## config.mk

```make
export PLATFORM = sky130hd
export DESIGN_NAME = clock_gen_flat
export DESIGN_NICKNAME = d
export VERILOG_FILES = /design/src/rtl/clock_gen_pkg.sv /design/src/rtl/clock_gen_if.sv /design/src/rtl/clock_gen_startup.sv /design/src/rtl/clock_gen.sv /design/src/flat_wrapper.sv
export SDC_FILE = /design/constraint.sdc
export NUM_CORES = 1
export LEC_CHECK = 0
export BUFFER_PORTS_ARGS = -buffer_cell sky130_fd_sc_hd__clkbuf_2
export CAP_MARGIN = 20
export CELL_PAD_IN_SITES_DETAIL_PLACEMENT = 0
export CELL_PAD_IN_SITES_GLOBAL_PLACEMENT = 2
export CORE_UTILIZATION = 36
export DETAILED_ROUTE_END_ITERATION = 6
export PLACE_DENSITY = 0.8
export SLEW_MARGIN = 0
export SYNTH_ARGS = -nofsm -noshare
export SYNTH_HDL_FRONTEND = slang
export SYNTH_SLANG_ARGS = --single-unit
```

## constraint.sdc

```tcl
create_clock -name clock4x -period 3.1 [get_ports clock4x]
set_input_delay 0.31 -clock clock4x [delete_from_list [all_inputs] [get_ports clock4x]]
set_output_delay 0.31 -clock clock4x [all_outputs]
set_load 0.01 [all_outputs]
```

## src/rtl/clock_gen_pkg.sv

```systemverilog
// Shared constants and types for the clock divider / startup sequencer.
`timescale 1ns / 1ps
package clock_gen_pkg;

   localparam int CLK_DIV       = 4;
   localparam int PHASE_W       = 2;
   localparam int STARTUP_CNT_W = 8;

   typedef logic [PHASE_W-1:0] phase_t;

   // Phase 0 is the first cycle with clock1x high; phase 3 precedes the rise.
   localparam phase_t PH_RISE     = 2'd0;
   localparam phase_t PH_PRE_RISE = 2'd3;
   localparam phase_t PH_HALF     = phase_t'(CLK_DIV / 2);

   typedef enum logic [1:0] {
      ST_ARM   = 2'd0,   // waiting for the uncounted first wrap
      ST_COUNT = 2'd1,   // counting completed clock1x periods
      ST_DONE  = 2'd2    // startup complete, sticky until reset
   } startup_state_t;

   // clock1x is high for the first half of the divided period.
   function automatic logic is_high_phase(phase_t p);
      return phase_t'(p - PH_RISE) < PH_HALF;
   endfunction

endpackage

```

## src/rtl/clock_gen_if.sv

```systemverilog
// Output bundle of clock_gen: divided clock, phase info and startup status.
`timescale 1ns / 1ps
interface clock_gen_if;
   import clock_gen_pkg::*;

   logic   clock1x;
   phase_t phase;
   logic   strobe_1x;
   logic   ready;
   logic   startup_reset;

   modport master (output clock1x, phase, strobe_1x, ready, startup_reset);
   modport slave  (input  clock1x, phase, strobe_1x, ready, startup_reset);

endinterface

```

## src/rtl/clock_gen_startup.sv

```systemverilog
// Startup sequencer: counts completed clock1x periods after reset release
// and raises a sticky ready once STARTUP_PERIODS of them have elapsed.
`timescale 1ns / 1ps
module clock_gen_startup
   import clock_gen_pkg::*;
#(
   parameter int STARTUP_PERIODS = 4
) (
   input  logic clock4x,
   input  logic global_reset,
   input  logic wrap,
   output logic ready
);

   localparam logic [STARTUP_CNT_W-1:0] TARGET = STARTUP_CNT_W'(STARTUP_PERIODS);
   localparam logic [STARTUP_CNT_W-1:0] ONE    = STARTUP_CNT_W'(1);

   startup_state_t            state_q, state_d;
   logic [STARTUP_CNT_W-1:0]  cnt_q, cnt_d;

   // State, period count and registered ready; reset wins over everything.
   always_ff @(posedge clock4x) begin
      if (global_reset) begin
         state_q <= ST_ARM;
         cnt_q   <= '0;
         ready   <= 1'b0;
      end else begin
         state_q <= state_d;
         cnt_q   <= cnt_d;
         ready   <= (state_d == ST_DONE);
      end
   end

   // Skip the first wrap (it is the release itself), then count to TARGET.
   always_comb begin
      state_d = state_q;
      cnt_d   = cnt_q;
      case (state_q)
         ST_ARM: begin
            if (wrap) state_d = ST_COUNT;
         end
         ST_COUNT: begin
            if (wrap && (cnt_q != '1)) begin
               cnt_d = cnt_q + ONE;
               if (cnt_d == TARGET) state_d = ST_DONE;
            end
         end
         ST_DONE: begin
            state_d = ST_DONE;
         end
         default: begin
            state_d = ST_ARM;
         end
      endcase
   end

endmodule

```

## src/rtl/clock_gen.sv

```systemverilog
// Divide-by-4 clock generator with phase/strobe outputs and a startup hold.
`timescale 1ns / 1ps
module clock_gen
   import clock_gen_pkg::*;
#(
   parameter int STARTUP_PERIODS = 4
) (
   input  logic        clock4x,
   input  logic        global_reset,
   clock_gen_if.master bus
);

   phase_t phase_q, phase_d;
   logic   clock1x_q;
   logic   ready;
   logic   wrap;

   assign phase_d = phase_q + phase_t'(1);
   assign wrap    = (phase_q == PH_PRE_RISE);

   // Phase counter and glitch-free registered clock1x derived from next phase.
   always_ff @(posedge clock4x) begin
      if (global_reset) begin
         phase_q   <= PH_PRE_RISE;
         clock1x_q <= 1'b0;
      end else begin
         phase_q   <= phase_d;
         clock1x_q <= is_high_phase(phase_d);
      end
   end

   clock_gen_startup #(
      .STARTUP_PERIODS (STARTUP_PERIODS)
   ) u_startup (
      .clock4x      (clock4x),
      .global_reset (global_reset),
      .wrap         (wrap),
      .ready        (ready)
   );

   assign bus.clock1x       = clock1x_q;
   assign bus.phase         = phase_q;
   assign bus.strobe_1x     = (phase_q == PH_PRE_RISE);
   assign bus.ready         = ready;
   assign bus.startup_reset = ~ready;

endmodule

```

## src/flat_wrapper.sv

```systemverilog
// flat-port wrapper written by rule: the top's interface ports become plain ports
module clock_gen_flat import clock_gen_pkg::*;
#(
   parameter int STARTUP_PERIODS = 4
)
  (clock4x, global_reset, bus_clock1x, bus_phase, bus_strobe_1x, bus_ready, bus_startup_reset);
  clock_gen_if bus_i ();
  input  logic clock4x;
  input  logic global_reset;
  output wire logic [$bits(bus_i.clock1x)-1:0] bus_clock1x;
  output wire logic [$bits(bus_i.phase)-1:0] bus_phase;
  output wire logic [$bits(bus_i.strobe_1x)-1:0] bus_strobe_1x;
  output wire logic [$bits(bus_i.ready)-1:0] bus_ready;
  output wire logic [$bits(bus_i.startup_reset)-1:0] bus_startup_reset;
  assign bus_clock1x = bus_i.clock1x;
  assign bus_phase = bus_i.phase;
  assign bus_strobe_1x = bus_i.strobe_1x;
  assign bus_ready = bus_i.ready;
  assign bus_startup_reset = bus_i.startup_reset;
  clock_gen #(.STARTUP_PERIODS(STARTUP_PERIODS)) u_core (.clock4x(clock4x), .global_reset(global_reset), .bus(bus_i));
endmodule
```

-- Word level (Yosys, flattened, before mapping)
Cells that the tools add are included.
Widths: inputs -> output; s select.
- mux-type cells: 4
- div/mod/pow operators: 0
- bitwise logic cells: 1
- magnitude comparators: 1
- add/sub/neg operators: 2
- $mul: 0
- equal/unequal tests: 6
- reductions and logical operators: 3
- shifts and indexed selects: 0
- operator list (kind ; count):
    $add 8x1->8 const B ; 1
    $eq 8x3->1 const B ; 1
    $ne 8x8->1 const B ; 1
    $eq 2x2->1 const B ; 3
    $mux 2 ; 3
    $pmux 2 s3 ; 1
    $add 2x1->2 const B ; 1
    $eq 2x1->1 const B ; 1
    $logic_not 2->1 ; 1
    $lt 2x2->1 const B ; 1
    $reduce_and 2->1 ; 1
    $logic_and 1x1->1 ; 1
    $not 1->1 ; 1
- memory bits (writable): 0
- output and inout bits: 6
- logic and storage cells: 22
- memories kept: 0
- bits in registers: 14
- bits in latches: 0
- memory bits (read-only): 0
- input bits: 2

-- Depth between registers and ports, before layout
- depth after elaboration: 6
- gate-level depth with buffers: 4
- mapped depth without buffers: 4

-- Cells and area by module
From an unflattened synthesis, not the netlist that was laid out.
- cell total of the unflattened synthesis: 83
- area, all modules: 785.8 sq um
- modules (own cells, without submodules) (module ; cells each ; area each (sq um) ; instances ; seq. area each (sq um)):
    clock_gen_startup ; 75 ; 693.2 ; 1 ; 220.2
    clock_gen ; 8 ; 92.6 ; 1 ; 60.1

-- Worst setup path before layout
No wires, ideal clock.
- path kind: register to register
- start: register u_core.phase_q[0], in the netlist u_core.bus.phase[0]
- end: register u_core.u_startup.ready
- period minus slack after synthesis: 1.483 ns
- arrival time: 1.413 ns
- setup time: 0.070 ns
- setup slack: 1.617 ns
- cell stages (with the launch flop): 5
- required time: 3.030 ns
- buffers on the path: 0
- cells stage by stage: dfxtp_1 ha_1 nand4b_1 or4_1 a21oi_1
- longest elaborated chain between the ends: 5
- elaborated cells between the ends (all ways): 6
- those cells by class: 2 x eq/ne; 3 x mux; 1 x reduce/logical
- RTL lines (what ; RTL line ; RTL):
    from (decl) ; clock_gen.sv:13 ; phase_t phase_q, phase_d;
    from (signal assigned) ; clock_gen.sv:27 ; phase_q <= phase_d;
    $eq 2x2->1 * ; - ;
    via bus_strobe_1x ; flat_wrapper.sv:12 ; output wire logic [$bits(bus_i.strobe_1x)-1:0] bus_strobe_1x;
    $logic_and 1x1->1 ; clock_gen_startup.sv:43 ; if (wrap && (cnt_q != '1)) begin
    $mux 2 ; clock_gen_startup.sv:43 ;
    $pmux 2 s3 * ; clock_gen_startup.sv:38 ; case (state_q)
    $eq 2x2->1 * ; clock_gen_startup.sv:30 ; ready <= (state_d == ST_DONE);
    to (signal assigned) ; clock_gen_startup.sv:30 ;
    to (decl) ; clock_gen_startup.sv:12 ; output logic ready
Mark *: on every way through the listed nets, which the timed path passes. The rest lies on a longest branch.
A chain may end at the register's enable or synchronous reset.

-- Worst setup path in the final report
- start: register u_core.u_startup.cnt_q[0]
- end: register u_core.u_startup.cnt_q[3]
- longest elaborated chain between the ends: 3
- elaborated cells between the ends (all ways): 4
- those cells by class: 1 x add/sub; 1 x eq/ne; 2 x reduce/logical
- RTL lines (what ; RTL line ; RTL):
    from (decl) ; clock_gen_startup.sv:19 ; logic [STARTUP_CNT_W-1:0] cnt_q, cnt_d;
    from (signal assigned) ; clock_gen_startup.sv:29 ; cnt_q <= cnt_d;
    branches (longest 3 deep; another with $add 8x1->8) ; - ;
Parallel ways; which one is timed is not known.

==> run summary <==
In this design, the largest share of critical-path delay is due to flip-flops. The leakage power total came out at 0.308 nW. The global placement routability congestion is 0.765. The number of failing hold endpoints at the final stage came out at 0. The initial core utilization is 40.8%. The startpoint type of the worst setup path is a flop. The clock edge transition at the registers on the reported setup and hold paths came out at 0.08 ns. Gates resized during post-CTS repair numbered 0.

The initialized floorplan defines 14 standard-cell rows. The number of top-level pins is 8. The endpoint identified for the worst register-to-register timing path is u_core.u_startup.cnt_q[3]. The count of pins over their slew limit is 0. The die height is 44.5 µm. The number of cell instances on the worst register-to-register path is 4. The global-route wire length before repair came out at 2150 µm. The proportion of layout cells with a drive suffix above 1 came out at 15.8%. The final net count came out at 82.

The ratio of final minimum period to clock period is 49.5%. The remaining global-route overflow is 0. The floorplan step defined a die boundary enclosing 1980 µm². The number of global-route vias before repair came to 494. Once layout is done, the placed cells without fillers occupy 729 µm². The final worst clock skew is 0.00500 ns. Summing every instance area after synthesis gives 651 µm².

The count of flip-flops with a built-in enable after synthesis came out at 0. The maximum number of pins on one net before global-route repair is 17. The half-perimeter wire length of the detailed placement result came out at 878 µm.

Summed over all instances, the cell type with the most area after synthesis is sky130_fd_sc_hd__dfxtp_1. For the worst setup path, the data required time is 3.27 ns. The initial antenna violation count is 0. The worst max-slew margin expressed relative to the limit is 80.9%. The number of iterations in the first detailed-routing pass is 4.

In the global route stage, overall resource usage came out at 15.4%. The setup check on the worst reg-to-reg path leaves a slack of 1.57 ns. The clock insertion delay at the later pin of the skew report came out at 0.27 ns.

The final setup violation count came out at 0. The count of cells along the worst hold path is 2. Adding up every negative setup slack in the final design gives 0 ns.

TritonCTS built the clock tree. The standard cell core area came out at 1590 µm². The largest individual stage delay along the critical path comes from the cell sky130_fd_sc_hd__dfxtp_1. The number of instances in the synthesized netlist came out at 68. For this run, the number of Yosys warnings is 0. The critical path in this run is classified as flop to flop.

The H-tree level count is 1. Counting flops and latches in the post-synthesis netlist gives 14. The fmax came out at 0.652 GHz. The total nets after synthesis came out at 72. In this run the cell area measured after placement is 707 µm². The signal on the critical path passes through ha_1, and3_1, a211oi_1, mux2_1. Setup repair after global routing left no endpoint under its margin. For hold timing, the worst endpoint is u_core.u_startup.cnt_q[4]. In the routed layout, each cell is associated on average with a via count of 5.37. The launch instance of the worst register-to-register path is u_core.u_startup.cnt_q[0]. The fraction of registers with async set or reset after synthesis is 0%. After detailed routing, the number of remaining DRC violations is 0. The filler cells instantiated in the layout total 160. Along the worst path, the maximum fanout reaches 5. Counting along the longest clock path gives a buffer depth of 2. The slew at the pin with the worst max-slew slack is 0.286 ns.

After detailed routing, the average wire length per cell comes to 12.3 µm. The post-route total power came out at 0.322 mW. 0 antenna diodes ended up in the layout. The part of the Yosys area used for sequential elements came out at 43.1%. The number of hold buffers added after CTS was 0.

The buffering stage count on the worst path with inverters included came out at 0. The post-placement cell count is 97. The largest voltage drop on the vdd net is 0.000305 V.

The most used flip-flop cell after synthesis is sky130_fd_sc_hd__dfxtp_1. In the post-synthesis netlist, the biggest area contributors are sky130_fd_sc_hd__dfxtp_1, sky130_fd_sc_hd__and4b_1, sky130_fd_sc_hd__ha_1. The x dimension of the die is 44.5 µm. The cell chosen for the clock root is sky130_fd_sc_hd__clkbuf_4. The number of buffers inserted during clock tree synthesis came out at 3. In this run the mean area of a mapped cell was 9.57 µm². The sink count of the clock tree is 14. The post-route non-filler standard cell count is 100. The worst path arrival time is 1.70 ns. The number of input and output port buffers inserted is 7. Once detail routing completed, the nets flagged for antenna violations numbered 0.

The startpoint identified for the worst hold timing path is global_reset. In this run the post-CTS setup repair buffer count came out at 0. Synthesis instantiated 33 different standard cells from the library. The total via count in the routed design came out at 537.

The final period demand of the worst path came out at 1.53 ns. The count of maximum capacitance violations came out at 0. The run finished with clean final reports. The largest single stage delay on the critical path is 0.34 ns.

The wire length reported by the detailed router is 1230 µm. STA classifies the critical path endpoint as a flop. The kind of path behind the tightest hold check is input port to flop.

The layout-stage area growth over the synthesis result is 12.1%. The fraction of synthesized cell area taken by the top area cell type came out at 43.1%. The power density over the cells is 442 nW/µm². The initial DRC count came out at 13.
[metal layers]
metal	part of all wire [%]	track usage, %	wire [µm]	vias up
met5	0	0	0	-
met4	0	7.88	0	0
met3	2.9	6.53	36	0
met2	44	21.5	537	10
met1	53	20.1	658	253
li1	-	-	-	274
[cells by family (layout without fill, tap and decap cells)]
family | after synthesis | in the layout | share of synthesized area [%]
mux | 3 | 3 | 5.00
flops | 14 | 14 | 43.1
buf+inv | 4 | 12 | 2.50
fa+ha+maj | 2 | 2 | 3.85
compound gates | 14 | 14 | 14.4
simple gates | 31 | 31 | 31.2
[cells in the final DEF, fill, tap and decap left out, types with 2 or more instances in the layout]
cell and count:
sky130_fd_sc_hd__clkbuf_4 3, sky130_fd_sc_hd__and3_1 2, sky130_fd_sc_hd__a21oi_1 4, sky130_fd_sc_hd__nor3_1 2
sky130_fd_sc_hd__clkbuf_2 7, sky130_fd_sc_hd__dfxtp_1 14, sky130_fd_sc_hd__nand2b_1 4, sky130_fd_sc_hd__inv_1 2
sky130_fd_sc_hd__mux2_1 2, sky130_fd_sc_hd__and4b_1 3, sky130_fd_sc_hd__a211oi_1 3, sky130_fd_sc_hd__nor2_1 3
sky130_fd_sc_hd__ha_1 2, sky130_fd_sc_hd__and2_1 2, sky130_fd_sc_hd__nor2b_1 3, sky130_fd_sc_hd__a31oi_1 3
[report_power, final]
| group | switching (mW) | internal, mW |
|---|---|---|
| clock network | 0.0534 | 0.0449 |
| registers | 0.00556 | 0.187 |
| logic | 0.0169 | 0.0140 |
| total | 0.0759 | 0.246 |
[per-stage QoR]
| step | setup WS, ns | hold WS, ns | util (%) |
|---|---|---|---|
| floorplan | 1.62 | 0.430 | - |
| CTS | 1.55 | 0.410 | 45.8 |
| global route | 1.47 | 0.424 | 45.8 |
| detailed placement | 1.56 | 0.402 | 44.3 |
| finish | 1.57 | 0.412 | 45.8 |
| global placement | 1.60 | 0.401 | 44.3 |
[Yosys cell counts, drive strengths merged (3+ instances only)]
library cell and count:
dfxtp 14, a21oi 4, nand2b 4, a211oi 3
a31oi 3, and3 3, and4b 3, nor2 3
nor2b 3
[sequential cells by signal, indices dropped and copies added (netlist names)]
name	count
u_core.bus.phase	2
u_core.u_startup.ready	1
u_core.bus.clock1x	1
u_core.u_startup.state_q	2
u_core.u_startup.cnt_q	8
[layout make-up]
| cell class | instances | area, µm² | share of cell area (%) |
|---|---|---|---|
| inverters | 2 | 7.51 | 1.03 |
| repair buffers | 7 | 35.0 | 4.80 |
| multi-input cells | 50 | 354 | 48.5 |
| well taps | 24 | 30.0 | 4.12 |
| clock buffers | 3 | 22.5 | 3.09 |
| flip-flops and latches | 14 | 280 | 38.4 |
[worst max-delay path by stage]
| stage | cells after the start | end | start | slack [ns] |
|---|---|---|---|---|
| 2_1_floorplan | 4 | u_core.u_startup.ready | u_core.bus.phase[0] | 1.62 |
| 3_3_place_gp | 4 | u_core.u_startup.cnt_q[3] | u_core.u_startup.cnt_q[0] | 1.60 |
| 3_5_place_dp | 4 | u_core.u_startup.cnt_q[3] | u_core.u_startup.cnt_q[0] | 1.56 |
| 4_1_cts | 4 | u_core.u_startup.cnt_q[3] | u_core.u_startup.cnt_q[0] | 1.55 |
| 5_1_grt | 4 | u_core.u_startup.cnt_q[3] | u_core.u_startup.cnt_q[0] | 1.47 |
| 6_report | 4 | u_core.u_startup.cnt_q[3] | u_core.u_startup.cnt_q[0] | 1.57 |
(Power assumes the default switching activity.)
